### src/rtl/sw_debounce.sv
// Eight-switch debouncer: 2-flop synchronizer, per-bit saturating run counter,
// registered rise/fall edge pulses and a combined change strobe.
module sw_debounce_lane #(
  parameter int              CNT_W     = 20,
  parameter logic [CNT_W-1:0] DB_CYCLES = 20'd1000000
) (
  input  logic clk,
  input  logic rst,
  input  logic sw,
  output logic out,
  output logic rise,
  output logic fall,
  output logic flip
);
  localparam logic [CNT_W-1:0] LAST = DB_CYCLES - CNT_W'(1);

  logic             sync1_q, sync1_d, sync2_q, sync2_d;
  logic             out_q, out_d, rise_q, rise_d, fall_q, fall_d;
  logic [CNT_W-1:0] cnt_q, cnt_d;

  always_comb begin
    sync1_d = sw;
    sync2_d = sync1_q;
    cnt_d   = '0;
    out_d   = out_q;
    rise_d  = 1'b0;
    fall_d  = 1'b0;
    // Any return to match drops the run; no credit survives a glitch.
    if (sync2_q != out_q) begin
      if (cnt_q == LAST) begin
        out_d  = sync2_q;
        rise_d = sync2_q;
        fall_d = ~sync2_q;
      end else begin
        cnt_d = cnt_q + CNT_W'(1);
      end
    end
  end

  always_ff @(posedge clk or posedge rst) begin
    if (rst) begin
      sync1_q <= 1'b0;
      sync2_q <= 1'b0;
      cnt_q   <= '0;
      out_q   <= 1'b0;
      rise_q  <= 1'b0;
      fall_q  <= 1'b0;
    end else begin
      sync1_q <= sync1_d;
      sync2_q <= sync2_d;
      cnt_q   <= cnt_d;
      out_q   <= out_d;
      rise_q  <= rise_d;
      fall_q  <= fall_d;
    end
  end

  assign out  = out_q;
  assign rise = rise_q;
  assign fall = fall_q;
  assign flip = rise_d | fall_d;
endmodule

module sw_debounce #(
  parameter int              CNT_W     = 20,
  parameter logic [CNT_W-1:0] DB_CYCLES = 20'd1000000
) (
  input  logic       clk,
  input  logic       rst,
  input  logic [7:0] sw,
  output logic [7:0] sw_out,
  output logic [7:0] sw_rise,
  output logic [7:0] sw_fall,
  output logic       changed
);
  localparam int NUM_LANES = 8;

  logic [NUM_LANES-1:0] flip;
  logic                 changed_q, changed_d;

  for (genvar i = 0; i < NUM_LANES; i++) begin : g_lane
    sw_debounce_lane #(.CNT_W(CNT_W), .DB_CYCLES(DB_CYCLES)) u_lane (
      .clk  (clk),
      .rst  (rst),
      .sw   (sw[i]),
      .out  (sw_out[i]),
      .rise (sw_rise[i]),
      .fall (sw_fall[i]),
      .flip (flip[i])
    );
  end

  always_comb changed_d = |flip;

  always_ff @(posedge clk or posedge rst) begin
    if (rst) changed_q <= 1'b0;
    else     changed_q <= changed_d;
  end

  assign changed = changed_q;
endmodule
### config.mk
export PLATFORM = sky130hd
export DESIGN_NAME = sw_debounce
export DESIGN_NICKNAME = d
export VERILOG_FILES = /design/src/rtl/sw_debounce.sv
export SDC_FILE = /design/constraint.sdc
export NUM_CORES = 1
export LEC_CHECK = 0
export BUFFER_PORTS_ARGS = -buffer_cell sky130_fd_sc_hd__buf_2
export CAP_MARGIN = 20
export CORE_MARGIN = 2
export CORE_UTILIZATION = 35
export CTS_BUF_LIST = sky130_fd_sc_hd__clkbuf_4
export DETAILED_ROUTE_END_ITERATION = 8
export MAX_ROUTING_LAYER = met4
export SYNTH_ARGS = -nofsm -noshare
export SYNTH_HDL_FRONTEND = slang
export SYNTH_SLANG_ARGS = --single-unit
### constraint.sdc
create_clock -name clk -period 8.22 [get_ports clk]
set_clock_uncertainty 0.2 [all_clocks]
set_input_delay 0.822 -clock clk [delete_from_list [all_inputs] [get_ports clk]]
set_output_delay 0.822 -clock clk [all_outputs]
set_load 0.02 [all_outputs]
==> summary.md, run 1 <==
| Metric | Value |
|---|---|
| Post-Synthesis Net Count | 937 |
| Non-filler instance count after layout | 1353 |
| Cell count after synthesis | 919 |
| Chip Height | 170 um |
| Seq/Total Area, Yosys | 52.4% |
| Count of endpoints failing hold in the final timing report | 0 |
| Final period util | 28.5% |
| Outcome | completed |
| Maximum operating frequency | 426 MHz |
| Pin count of the biggest net entering global routing | 116 |
| Xor-xnor portion of the synthesized cell area | 14.0% |
| Library cell used as clock root buffer | clkbuf_4 |
| Power Total | 1.96 mW |
| Final ANT Viol Nets | 0 |
| Area growth from synthesis to layout | 10.7% |
| Total global routing overflow | 0 |
| DRC violations left | 0 |
| Number of cells traversed by the worst register-to-register path | 6 |
| Number of filler instances in the final layout | 2665 |
| Register Area | 5030 um2 |
| Total number of placement rows | 60 |
| Antenna violations before repair | 1 |
| Internal power | 1.50 mW |
| Synth async-reset ratio | 100% |
| Simple-Gate Fraction of Synth Area | 26.9% |
| CP Launch Type | register |
| Kind of cell with the highest combined delay on the critical path | flip-flops |
| Main combinational cell family by area after synthesis | simple AND/OR/NAND/NOR gates |
| Multi-input gate area in the final layout | 4160 um2 |
| Post-layout net count | 987 |
| Critical path arrival | 1320 ps |
| Final setup fails | 0 |
| Max_cap viols | 0 |
| Total track usage | 13.1% |
| Initial DRC Count | 456 |
| Horizontal die dimension | 170 um |
| Worst Max-Slew Pin Slew | 785 ps |
| DP Wirelength | 11.0 mm |
| Worst EP required | 7200 ps |
| Count of yosys warnings during synthesis | 0 |
| Synth Area in Compound Gates | 0.574% |
| Critical Path, Cell by Cell | buf_2 |
| Number of enable flip-flop cells after synthesis | 0 |
| Post-layout worst setup margin | 5880 ps |
| Cells on Worst Hold Path | 1 |
| Worst setup path class | register to output pin |
| Global-route wire length before repair | 30.6 mm |
| Synthesis-stage register bit count | 201 |
| Gp weighted congestion | 0.790 |
| First-pass iteration count of the detailed router | 4 |
| Switching share of power | 23.6% |
| Net Sw Power | 0.463 mW |
| Number of global-route vias before repair | 6405 |
| Number of levels the H-tree was split into | 2 |
| Cts bufs inserted | 56 |
| Clock slew at the register clock pins of the worst setup and hold paths | 60 ps |
| Via total after detailed routing | 6471 |
| Routed WL | 17.4 mm |
| Core area | 27000 um2 |
| CP max stage cell | dfrtp_1 |
| Fraction of layout cells with a size suffix above 1 | 15.4% |
| Leakage dissipation | 4.78 nW |
| Post-Route Utilization | 39.4% |
| Delay of the slowest cell on the worst path | 440 ps |
| Final setup TNS | 0 ps |
| Predominant post-synthesis flop cell | dfrtp_1 |
| Routed wire length per instance | 12.8 um |
| Setup repair after global routing missed its margin | no |
| Stages on worst setup path | 1 |
| Worst Path Buf+Inv | 1 |
| Crit path time final | 2340 ps |
| Clock tree from TritonCTS | built |
| Total power per unit cell area | 185 nW/um2 |
| Slew Limit Fails | 0 |
| Combinational fraction of design power | 2.9% |
| Die outline area | 28800 um2 |
| Endpoint kind of the worst setup timing path | output pin |
| Via density | 4.78 |
| Boundary Pins | 35 |
| Share of cell area taken by muxes after synthesis | 0.900% |
| PortBufs | 34 |
| Average cell area after synthesis | 10.4 um2 |
| Maximum VDD drop | 0.0809 mV |
| Clock network fraction of design power | 45.3% |
| Sink Count | 201 |
| Placed Instances | 1247 |
| Insertion delay to the later sink of the worst-skew pair | 650 ps |
| Seq pwr share | 51.8% |
| Class of the worst hold path | input pin to register |
| Clock Path Buffers | 3 |
| Minimum setup slack after placement | 5300 ps |
| Starting utilization of the core area | 35.6% |
| Synth unique cells | 47 |
| Biggest fanout along the worst timing path | 6 |
| Fraction of the mapped netlist area in adder cells | 1.04% |
| Syn Std Cell Area | 9590 um2 |
| Worst-case headroom to the max-slew limit | 47.2% |
state kept, by name, summed over array words and instances, names as in the netlist:
register               count
g_lane.u_lane.cnt_q      160
g_lane.u_lane.fall         8
g_lane.u_lane.out          8
g_lane.u_lane.rise         8
g_lane.u_lane.sync1_q      8
g_lane.u_lane.sync2_q      8
changed                    1
repair_timing:
action                                 4_1_cts  5_1_grt
resized for setup                            0        0
endpoints found under the hold margin        3        1
hold buffers                                 3        1
setup buffers                                0        0
path summary, 6_finish.rpt:
check	slack (ps)	to	from
worst max register to register	6090	g_lane[3].u_lane.cnt_q[15]	g_lane[3].u_lane.cnt_q[0]
max in group asynchronous	6500	g_lane[7].u_lane.cnt_q[16]	rst
min in group asynchronous	120	g_lane[3].u_lane.fall	rst
worst min register to register	150	g_lane[4].u_lane.sync2_q	g_lane[4].u_lane.sync1_q
worst min-delay path	90	g_lane[4].u_lane.sync1_q	sw[4]
worst max-delay path	5880	sw_out[2]	g_lane[2].u_lane.out
cells by family after synthesis:
group / Yosys count
flip-flops: 201
adder cells (fa/ha/maj): 8
multiplexers: 7
buffers and inverters: 58
AND/OR/NAND/NOR: 487
AO/OA/AOI/OAI: 5
XOR/XNOR: 153
layer usage:
layer / GRT usage [%] / routed length, um
met5: - / 0
met4: 5.05 / 407
met3: 3.26 / 760
met2: 19.1 / 7770
met1: 17.6 / 8450
placed cells by master (no fill, tap or decap), types with 5 or more instances in the layout:
master and instances:
dfrtp_1 201, nor2_1 173, xor2_1 94, clkbuf_4 88, nand3_1 79, xnor2_1 59
and3_1 48, nand2_1 43, nand4_1 40, buf_2 34, nor3b_1 18, nor3_1 15
nor4_1 14, nor4b_1 12, clkinv_1 10, inv_1 9, ha_1 8, and2_1 5
synth_stat cells (2+ instances only):
| library cell | n | area (um2) |
|---|---|---|
| mux2_2 | 4 | 45.0 |
| nor3_1 | 15 | 75.1 |
| buf_2 | 8 | 40.0 |
| buf_4 | 26 | 195 |
| and3_1 | 48 | 300 |
| nor3b_1 | 18 | 135 |
| nand2_2 | 3 | 18.8 |
| xor2_1 | 94 | 823 |
| clkbuf_2 | 2 | 10.0 |
| and3_4 | 2 | 22.5 |
| inv_1 | 10 | 37.5 |
| buf_6 | 9 | 101 |
| or2_1 | 3 | 18.8 |
| nor4_1 | 14 | 87.6 |
| and4b_1 | 2 | 20.0 |
| nand2_1 | 43 | 161 |
| nor4b_1 | 12 | 105 |
| clkbuf_1 | 2 | 7.51 |
| xnor2_1 | 59 | 517 |
| nand2b_1 | 2 | 12.5 |
| nand2_4 | 4 | 45.0 |
| and4_1 | 4 | 35.0 |
| mux2_4 | 2 | 30.0 |
| nand3_1 | 79 | 395 |
| dfrtp_1 | 201 | 5030 |
| nor2_1 | 173 | 649 |
| ha_1 | 8 | 100 |
| nand3_2 | 2 | 20.0 |
| or3_1 | 2 | 12.5 |
| nor4_2 | 4 | 50.1 |
| nor2b_1 | 4 | 25.0 |
| nand4_1 | 40 | 250 |
| nand4_2 | 2 | 25.0 |
| and2_1 | 5 | 31.3 |
stage by stage:
step | instance area (um2) | hold WS, ps
3_3_place_gp | 9840 | 134
2_1_floorplan | 9590 | 131
4_1_cts | 10600 | 1.43
6_report | 10600 | 86.7
5_1_grt | 10600 | 19.2
3_5_place_dp | 9840 | 136
power by group through the flow:
stage | clock network, mW | registers, mW | logic, mW
6_report | 0.890 | 1.02 | 0.0569
5_1_grt | 0.991 | 1.02 | 0.0670
4_1_cts | 0.940 | 1.02 | 0.0576
3_5_place_dp | 0 | 1.03 | 0.0566
3_3_place_gp | 0 | 1.03 | 0.0563
2_1_floorplan | 0 | 1.03 | 0.0446
final cells by class:
class / instances / share of cell area, %
diodes: 1 / 0.0236
clock buffers: 88 / 6.22
clock inverters: 12 / 0.471
inverters: 10 / 0.424
multi-input cells: 660 / 39.2
flip-flops and latches: 201 / 47.4
well taps: 341 / 4.02
repair buffers: 40 / 2.31
Power figures use the tool's default switching activity.
==> run 2: changes to the inputs <==
==> constraint.sdc (replaced) <==
create_clock -name clk -period 2.3 [get_ports clk]
set_clock_uncertainty 0.2 [all_clocks]
set_input_delay 0.23 -clock clk [delete_from_list [all_inputs] [get_ports clk]]
set_output_delay 0.23 -clock clk [all_outputs]
set_load 0.02 [all_outputs]
==> run 2 against run 1 <==
Sequential power increased to 3.6 times the previous value; largest power group unchanged; cell area up 2.0%; global-route usage grew 0.36 points; die area did not move; via count grew 2.2%; worst setup slack got worse by 5700 ps; utilization up 0.78 points; cell count is 1.6% higher; power grew to 3.6 times the previous value; first-iteration DRC count shrank 14%; non-clock buffer count is 22 higher.
==> summary.md, run 2 (synthesized netlist as in run 1, its figures left out) <==
| Metric | Value |
|---|---|
| Outcome | completed |
| Routed wire length per instance | 13.0 um |
| Total track usage | 13.4% |
| DRC violations left | 0 |
| Most frequent standard cell in the layout excluding fill and tap cells | dfrtp_1 |
| Leakage dissipation | 4.87 nW |
| Most frequent cells in the layout | dfrtp_1 (201), nor2_1 (173), xor2_1 (94) |
| Worst EP required | 2600 ps |
| Worst hold margin | 144 ps |
| Via total after detailed routing | 6615 |
| Minimum setup slack after placement | 234 ps |
| Total global routing overflow | 0 |
| Maximum operating frequency | 476 MHz |
| Power Total | 7.13 mW |
| CP max stage cell | dfrtp_1 |
| Internal power | 5.41 mW |
| Final period util | 91.2% |
| Final setup fails | 0 |
| First-pass iteration count of the detailed router | 7 |
| Initial DRC Count | 390 |
| PortBufs | 34 |
| Fraction of layout cells with a size suffix above 1 | 15.1% |
| Cts bufs inserted | 55 |
| Critical Path, Cell by Cell | ha_1, nand4_1, nor2_1, nand4_1, nand2_2, nor2_1 |
| Net Sw Power | 1.71 mW |
| Clock Path Buffers | 3 |
| Multi-input gate area in the final layout | 4160 um2 |
| Delay of the slowest cell on the worst path | 380 ps |
| Switching share of power | 24.0% |
| Core area | 27000 um2 |
| Area growth from synthesis to layout | 12.9% |
| Insertion delay to the later sink of the worst-skew pair | 680 ps |
| Crit path time final | 2100 ps |
| Number of filler instances in the final layout | 2637 |
| Seq pwr share | 51.0% |
| Combinational fraction of design power | 3.2% |
| Post-layout worst setup margin | 201 ps |
| Maximum VDD drop | 0.383 mV |
| Die outline area | 28800 um2 |
| Register Area | 5030 um2 |
| Post-Route Utilization | 40.2% |
| Final setup TNS | 0 ps |
| Clock slew at the register clock pins of the worst setup and hold paths | 60 ps |
| Post-layout net count | 1008 |
| Endpoint kind of the worst setup timing path | register |
| Gp weighted congestion | 0.825 |
| Boundary Pins | 35 |
| Clock network fraction of design power | 45.9% |
| Critical path arrival | 2400 ps |
| Total number of placement rows | 60 |
| Chip Height | 170 um |
| DP Wirelength | 11.4 mm |
| Worst-case headroom to the max-slew limit | 62.2% |
| Number of levels the H-tree was split into | 2 |
| Clock tree from TritonCTS | built |
| Biggest fanout along the worst timing path | 18 |
| Sink Count | 201 |
| Routed WL | 17.8 mm |
| Pin count of the biggest net entering global routing | 99 |
| Setup repair after global routing missed its margin | no |
| Register with the most flip-flops | g_lane.u_lane.cnt_q |
| Quantity of gates resized following cts | 0 |
| Antenna violations before repair | 1 |
| Global-route wire length before repair | 31.6 mm |
| Number of global-route vias before repair | 6614 |
| Worst setup path class | register to register |
| Via density | 4.81 |
| Max reg flops | 160 |
| Total power per unit cell area | 658 nW/um2 |
| Max_cap viols | 0 |
| Library cell used as clock root buffer | clkbuf_4 |
| Starting utilization of the core area | 35.6% |
| CP Launch Type | register |
| Count of endpoints failing hold in the final timing report | 0 |
| Final ANT Viol Nets | 0 |
| Horizontal die dimension | 170 um |
| Class of the worst hold path | register to register |
| Worst Max-Slew Pin Slew | 563 ps |
| Slew Limit Fails | 0 |
-- run 2: changes by cell type in the layout (fill, tap and decap cells not counted), sizes merged, moves of 2 or more --
| cell | change |
|---|---|
| clkbuf | -12 |
| buf | +8 |
| bufinv | +2 |
| dlygate4sd3 | +14 |
| clkinv | +9 |
-- run 2: what timing repair did --
item                                    CTS  global route
endpoints found under the setup margin    0             0
hold endpoints to repair                209             0
hold buffers                             18             0
buffers inserted                          0             0
-- run 2: worst paths after layout --
kind / start / to / slack, ps / cells after the start
hold reg to reg: g_lane[7].u_lane.sync1_q / g_lane[7].u_lane.sync2_q / 140 / 0
setup / recovery: g_lane[3].u_lane.cnt_q[0] / g_lane[3].u_lane.cnt_q[13] / 200 / 6
setup reg to reg: g_lane[3].u_lane.cnt_q[0] / g_lane[3].u_lane.cnt_q[13] / 200 / 6
max in group asynchronous: rst / g_lane[7].u_lane.sync2_q / 650 / 5
hold / removal: g_lane[7].u_lane.sync1_q / g_lane[7].u_lane.sync2_q / 140 / 0
min in group asynchronous: rst / g_lane[3].u_lane.cnt_q[1] / 430 / 4
-- run 2: power groups by stage --
stage / clock, mW / sequential (mW) / combinational [mW]
floorplan: 0 / 3.69 / 0.160
global placement: 0 / 3.70 / 0.211
detailed placement: 0 / 3.70 / 0.212
CTS: 3.44 / 3.63 / 0.236
global route: 3.63 / 3.64 / 0.264
finish: 3.27 / 3.63 / 0.225
-- run 2: per-layer routing --
metal,share of wire (%),up-vias,track usage (%)
met5,0,-,-
met4,2.0,0,4.65
met3,4.5,40,3.47
met2,45,110,20.3
met1,49,3186,17.6
li1,-,3279,-
-- run 2: area by class of cell --
cell class	instances	area share, %
inverters	10	0.381
well taps	341	3.94
multi-input cells	660	38.4
diodes	2	0.0462
flip-flops and latches	201	46.5
repair buffers	62	4.16
clock inverters	23	1.35
clock buffers	76	5.27
-- run 2: metrics by stage --
step / instances / cell area [um2]
after floorplan: 919 / 9600
after global placement: 1256 / 9930
after detailed placement: 1256 / 9930
after CTS: 1373 / 10800
after global routing: 1375 / 10800
final: 1375 / 10800
-- run 2: critical path: cells and delay by family, from the launching register on --
family,cells,cell delay [ps]
adders and majority gates,1,210
DFF,1,380
and+or+nand+nor,5,1140
